**src/rtl/calc_pkg.sv**
```systemverilog
// calc_pkg: shared calculator constants, converter defaults and converter FSM states.
package calc_pkg;
    localparam int DEF_BIN_W = 14;
    localparam int DEF_DIGITS = 4;
    localparam int unsigned BCD_MAX = 9999;
    localparam logic [3:0] BLANK_DIGIT = 4'hF;
    typedef enum logic [1:0] {IDLE, SHIFT, DONE} state_e;
endpackage

```
**src/rtl/bcd_digit_adj.sv**
```systemverilog
// bcd_digit_adj: double-dabble digit correction, adds 3 when the digit is 5 or more.
module bcd_digit_adj (
    input  logic [3:0] d,
    output logic [3:0] q
);
    assign q = (d >= 4'd5) ? d + 4'd3 : d;
endmodule

```
**src/rtl/bcd_seq_convert.sv**
```systemverilog
// bcd_seq_convert: sequential shift/add-3 binary-to-BCD converter with overflow saturation.
// Define BCD_BLANK_EN to blank leading zero digits with BLANK_DIGIT.
module bcd_seq_convert
    import calc_pkg::*;
#(
    parameter int BIN_W  = DEF_BIN_W,
    parameter int DIGITS = DEF_DIGITS
) (
    input  logic             clk,
    input  logic             reset,
    input  logic             start,
    input  logic [BIN_W-1:0] bin,
    output logic             busy,
    output logic             done,
    output logic             ovf,
    output logic [3:0]       num4,
    output logic [3:0]       num3,
    output logic [3:0]       num2,
    output logic [3:0]       num1
);
    localparam int DW = 4 * DIGITS;
    localparam int CW = $clog2(BIN_W);

    state_e           state_q, state_d;
    logic [CW-1:0]    cnt_q, cnt_d;
    logic [BIN_W-1:0] sr_q, sr_d;
    logic [DW-1:0]    bcd_q, bcd_d;
    logic [DW-1:0]    num_q, num_d;
    logic             ovf_cap_q, ovf_cap_d;
    logic             ovf_q, ovf_d;
    logic             done_q, done_d;
    logic             busy_q, busy_d;
    logic [DW-1:0]    adj, raw, shown;
`ifdef BCD_BLANK_EN
    logic             lead;
`endif

    genvar i;
    generate
        for (i = 0; i < DIGITS; i++) begin : g_adj
            bcd_digit_adj u_adj (.d(bcd_q[4*i +: 4]), .q(adj[4*i +: 4]));
        end
    endgenerate

    // Saturation overrides the scratch digits; a saturated 9999 is never blanked.
    always_comb begin
        raw = ovf_cap_q ? {DIGITS{4'd9}} : bcd_q;
        shown = raw;
`ifdef BCD_BLANK_EN
        lead = !ovf_cap_q;
        for (int j = DIGITS - 1; j > 0; j--) begin
            lead = lead && (raw[4*j +: 4] == 4'd0);
            shown[4*j +: 4] = lead ? BLANK_DIGIT : raw[4*j +: 4];
        end
`endif
    end

    always_comb begin
        state_d   = state_q;
        cnt_d     = cnt_q;
        sr_d      = sr_q;
        bcd_d     = bcd_q;
        num_d     = num_q;
        ovf_cap_d = ovf_cap_q;
        ovf_d     = ovf_q;
        done_d    = 1'b0;
        case (state_q)
            IDLE: begin
                if (start) begin
                    sr_d      = bin;
                    bcd_d     = '0;
                    cnt_d     = '0;
                    ovf_cap_d = 32'(bin) > BCD_MAX;
                    state_d   = SHIFT;
                end
            end
            SHIFT: begin
                {bcd_d, sr_d} = {adj[DW-2:0], sr_q, 1'b0};
                cnt_d = cnt_q + 1'b1;
                state_d = (cnt_q == CW'(BIN_W - 1)) ? DONE : SHIFT;
            end
            DONE: begin
                num_d   = shown;
                ovf_d   = ovf_cap_q;
                done_d  = 1'b1;
                state_d = IDLE;
            end
            default: state_d = IDLE;
        endcase
        busy_d = (state_d != IDLE);
    end

    always_ff @(posedge clk) begin
        if (reset) begin
            state_q   <= IDLE;
            cnt_q     <= '0;
            sr_q      <= '0;
            bcd_q     <= '0;
            num_q     <= '0;
            ovf_cap_q <= 1'b0;
            ovf_q     <= 1'b0;
            done_q    <= 1'b0;
            busy_q    <= 1'b0;
        end else begin
            state_q   <= state_d;
            cnt_q     <= cnt_d;
            sr_q      <= sr_d;
            bcd_q     <= bcd_d;
            num_q     <= num_d;
            ovf_cap_q <= ovf_cap_d;
            ovf_q     <= ovf_d;
            done_q    <= done_d;
            busy_q    <= busy_d;
        end
    end

    assign busy = busy_q;
    assign done = done_q;
    assign ovf  = ovf_q;
    assign {num4, num3, num2, num1} = num_q;
endmodule

```
**config.mk**
```make
export PLATFORM = sky130hd
export DESIGN_NAME = bcd_seq_convert
export DESIGN_NICKNAME = d
export VERILOG_FILES = /design/src/rtl/calc_pkg.sv /design/src/rtl/bcd_digit_adj.sv /design/src/rtl/bcd_seq_convert.sv
export SDC_FILE = /design/constraint.sdc
export NUM_CORES = 1
export LEC_CHECK = 0
export ABC_AREA = 0
export BUFFER_PORTS_ARGS = -buffer_cell sky130_fd_sc_hd__buf_2
export CAP_MARGIN = 20
export CELL_PAD_IN_SITES_DETAIL_PLACEMENT = 1
export CELL_PAD_IN_SITES_GLOBAL_PLACEMENT = 2
export CORE_MARGIN = 2
export CORE_UTILIZATION = 33
export DETAILED_ROUTE_END_ITERATION = 7
export MAX_ROUTING_LAYER = met4
export PLACE_DENSITY = 0.78
export REMOVE_ABC_BUFFERS = 1
export SYNTH_ARGS = -nofsm -noshare
export SYNTH_HDL_FRONTEND = slang
export SYNTH_SLANG_ARGS = --single-unit
```
**constraint.sdc**
```tcl
create_clock -name clk -period 1.6 [get_ports clk]
set_clock_uncertainty 0.05 [all_clocks]
set_input_delay 0.16 -clock clk [delete_from_list [all_inputs] [get_ports clk]]
set_output_delay 0.16 -clock clk [all_outputs]
set_load 0.01 [all_outputs]
```
==> impl_metrics.json <==
{
  "grt_pass1_wl_mm": 10.57,
  "worstMarginPinSlew_ns": 0.6496,
  "synth_flop_cell": "dfxtp_1",
  "mostFrequentLayoutCells": "61 x nor2_1, 56 x dfxtp_1, 35 x buf_2",
  "layout-drive-gt1-share_pct": 17.77,
  "synthCells": 317,
  "finalNonFillerCells": 451,
  "finalHoldViolCount": 0,
  "grt_max_degree": 31,
  "io_buffers": 35,
  "pwr-share-seq_pct": 52.8,
  "first_pass_iters": 4,
  "via_count": 2232,
  "powerDensity_nw_per_um2": 920.8,
  "cts_made_buffers": 5,
  "initial_core_util_pct": 33.74,
  "power_frac_clock_pct": 38.6,
  "antennaDiodeCount": 0,
  "drtAntennaViolNets": 0,
  "cts_tree": "done",
  "syn_to_final_growth_pct": 16.06,
  "clock-sinks": 56,
  "grt_antenna_before_repair": 0,
  "syn-cell-area_sq_um": 2594,
  "synth_cell_types": 35,
  "hold_class": "input pin to flop",
  "final_common_cell": "nor2_1",
  "vias_per_cell": 4.949,
  "layout.nets": 376,
  "hold_ws_ns": 0.06193,
  "setup_ws_ns": 0.1161,
  "fmax_ghz": 0.6739,
  "finalCritPeriodShare_pct": 92.74,
  "final_max_slew_viol_count": 0,
  "internal_power_mw": 2.148,
  "io-pin-count": 36,
  "cts-root-buf": "clkbuf_8",
  "gp_congestion": 0.7093,
  "synth_warnings": 0,
  "synth_area_leaders": "dfxtp_1 43%, nor2_1 9.0%, a21oi_1 6.2%",
  "ir_drop_uv": 471.6,
  "drtIter0Drc": 57,
  "crit_fanout": 6,
  "setup_viol": 0,
  "grt_overflow": 0,
  "fillers": 960,
  "drv_cap": 0,
  "post-route-util_pct": 39.16,
  "startpoint_type": "flop",
  "routedWlPerCell_um": 13.80,
  "fp.dieArea_sq_um": 8585,
  "synth_top_cell_by_area": "dfxtp_1",
  "crit_path_end_kind": "flop",
  "p_switching_mw": 0.6245,
  "ys_ff_latch": 56,
  "synth_edf_count": 0,
  "drcViolationCount": 0,
  "dpl.cell_count": 444,
  "async_flop_share_pct": 0,
  "grt_pass1_vias": 2227,
  "h-tree-depth": 2,
  "pre_cts_slack_ns": 0.02119,
  "synth_top_area_share_pct": 43.22,
  "die_h_um": 92.66,
  "multi_input_area_sq_um": 1338,
  "avgSynthCellArea_sq_um": 8.182,
  "fp-row-count": 32,
  "clk_pin_slew_worst_paths_ns": 0.10,
  "status": "completed",
  "die_w_um": 92.66,
  "wl_mm": 6.224,
  "tns_ns": 0,
  "leakage_nw": 1.243,
  "dp_hpwl_mm": 4.254,
  "worstSetupPathType": "flop to flop",
  "core_sq_um": 7687,
  "yosysSeqAreaShare_pct": 43.22,
  "sw_frac_of_total_pct": 22.53,
  "worstPathRequired_ns": 1.75,
  "rsz0062_at_grt": "false",
  "comb_power_share_pct": 8.7,
  "period_minus_slack_ns": 1.484,
  "regArea_sq_um": 1121,
  "clk_latency_ns": 0.31,
  "clockBufferDepth": 2,
  "grt_usage_pct": 15.63,
  "cts.hold.buffers_added": 0,
  "arrival_ns": 1.63,
  "maxSlewHeadroom_pct": 56.64
}
power by group through the flow:
stage	clock, mW	combinational, mW	sequential, mW
after detailed placement	0	0.241	1.50
after global routing	1.15	0.276	1.47
after CTS	1.10	0.245	1.46
after floorplan	0	0.128	1.50
after global placement	0	0.239	1.49
final	1.07	0.240	1.46
routing by layer:
metal,global-route usage (%),share of wire [%],wire length [um],vias up
li1,-,-,-,1129
met1,19.41,49,3064,1072
met2,26.89,48,2963,27
met3,2.685,2.6,160,4
met4,3.309,0.56,35,0
met5,-,0,0,-
timing repair:
| action | 4_1_cts | 5_1_grt |
|---|---|---|
| buffers inserted | 0 | 0 |
| hold endpoints to repair | 0 | 0 |
| gates resized for setup | 1 | 5 |
| setup endpoints to repair | 1 | 11 |
stage by stage:
step	cell area, sq um	power (mW)
finish	3010	2.772
global route	3010	2.897
CTS	2992	2.806
detailed placement	2860	1.738
global placement	2860	1.734
floorplan	2475	1.624
worst paths after layout:
kind,start,cells past startpoint,slack [ns],endpoint
setup / recovery,bcd_q[4],6,0.12,bcd_q[6]
setup reg to reg,bcd_q[4],6,0.12,bcd_q[6]
hold / removal,bin[0],3,0.06,sr_q[0]
hold reg to reg,num_q[5],2,0.41,num_q[5]
sequential cells by signal, indices dropped and copies added, names as in the netlist:
name,count
busy,1
num_q,16
state_q,2
sr_q,14
bcd_q,16
ovf_cap_q,1
cnt_q,4
done,1
ovf,1
worst max-delay path: stages, from the launching register on:
cell and delay [ns]:
dfxtp_1 0.47, inv_1 0.08, ha_1 0.24, nand2b_1 0.13
a21oi_4 0.08, mux2i_1 0.13, a22o_1 0.20
cell usage after synthesis (4+ instances only):
library cell,instances
dfxtp_1,56
a22o_1,11
or3_1,5
ha_1,10
nand3_1,7
o21ai_0,9
nor2_1,62
nor2b_1,12
xnor2_1,4
nor3_1,32
nand2_1,11
clkbuf_1,8
nand2b_1,6
nand3b_1,4
mux2i_1,4
buf_2,8
a21oi_1,32
inv_1,10
layout make-up:
cell class	instances	area share (%)
clock inverters	2	1.995
flip-flops and latches	56	37.24
clock buffers	5	2.286
inverters	10	1.247
well taps	102	4.239
repair buffers	46	8.562
multi-input cells	230	44.43
kinds of logic (layout without fill, tap and decap cells):
logic type | count (synthesis) | in the layout | share of synthesized area, %
fa+ha+maj | 10 | 10 | 4.824
flops | 56 | 56 | 43.22
xor+xnor | 7 | 7 | 2.364
compound gates | 57 | 57 | 13.22
buf+inv | 31 | 63 | 6.030
simple gates | 151 | 151 | 28.36
mux | 5 | 5 | 1.978
Power figures use the tool's default switching activity.
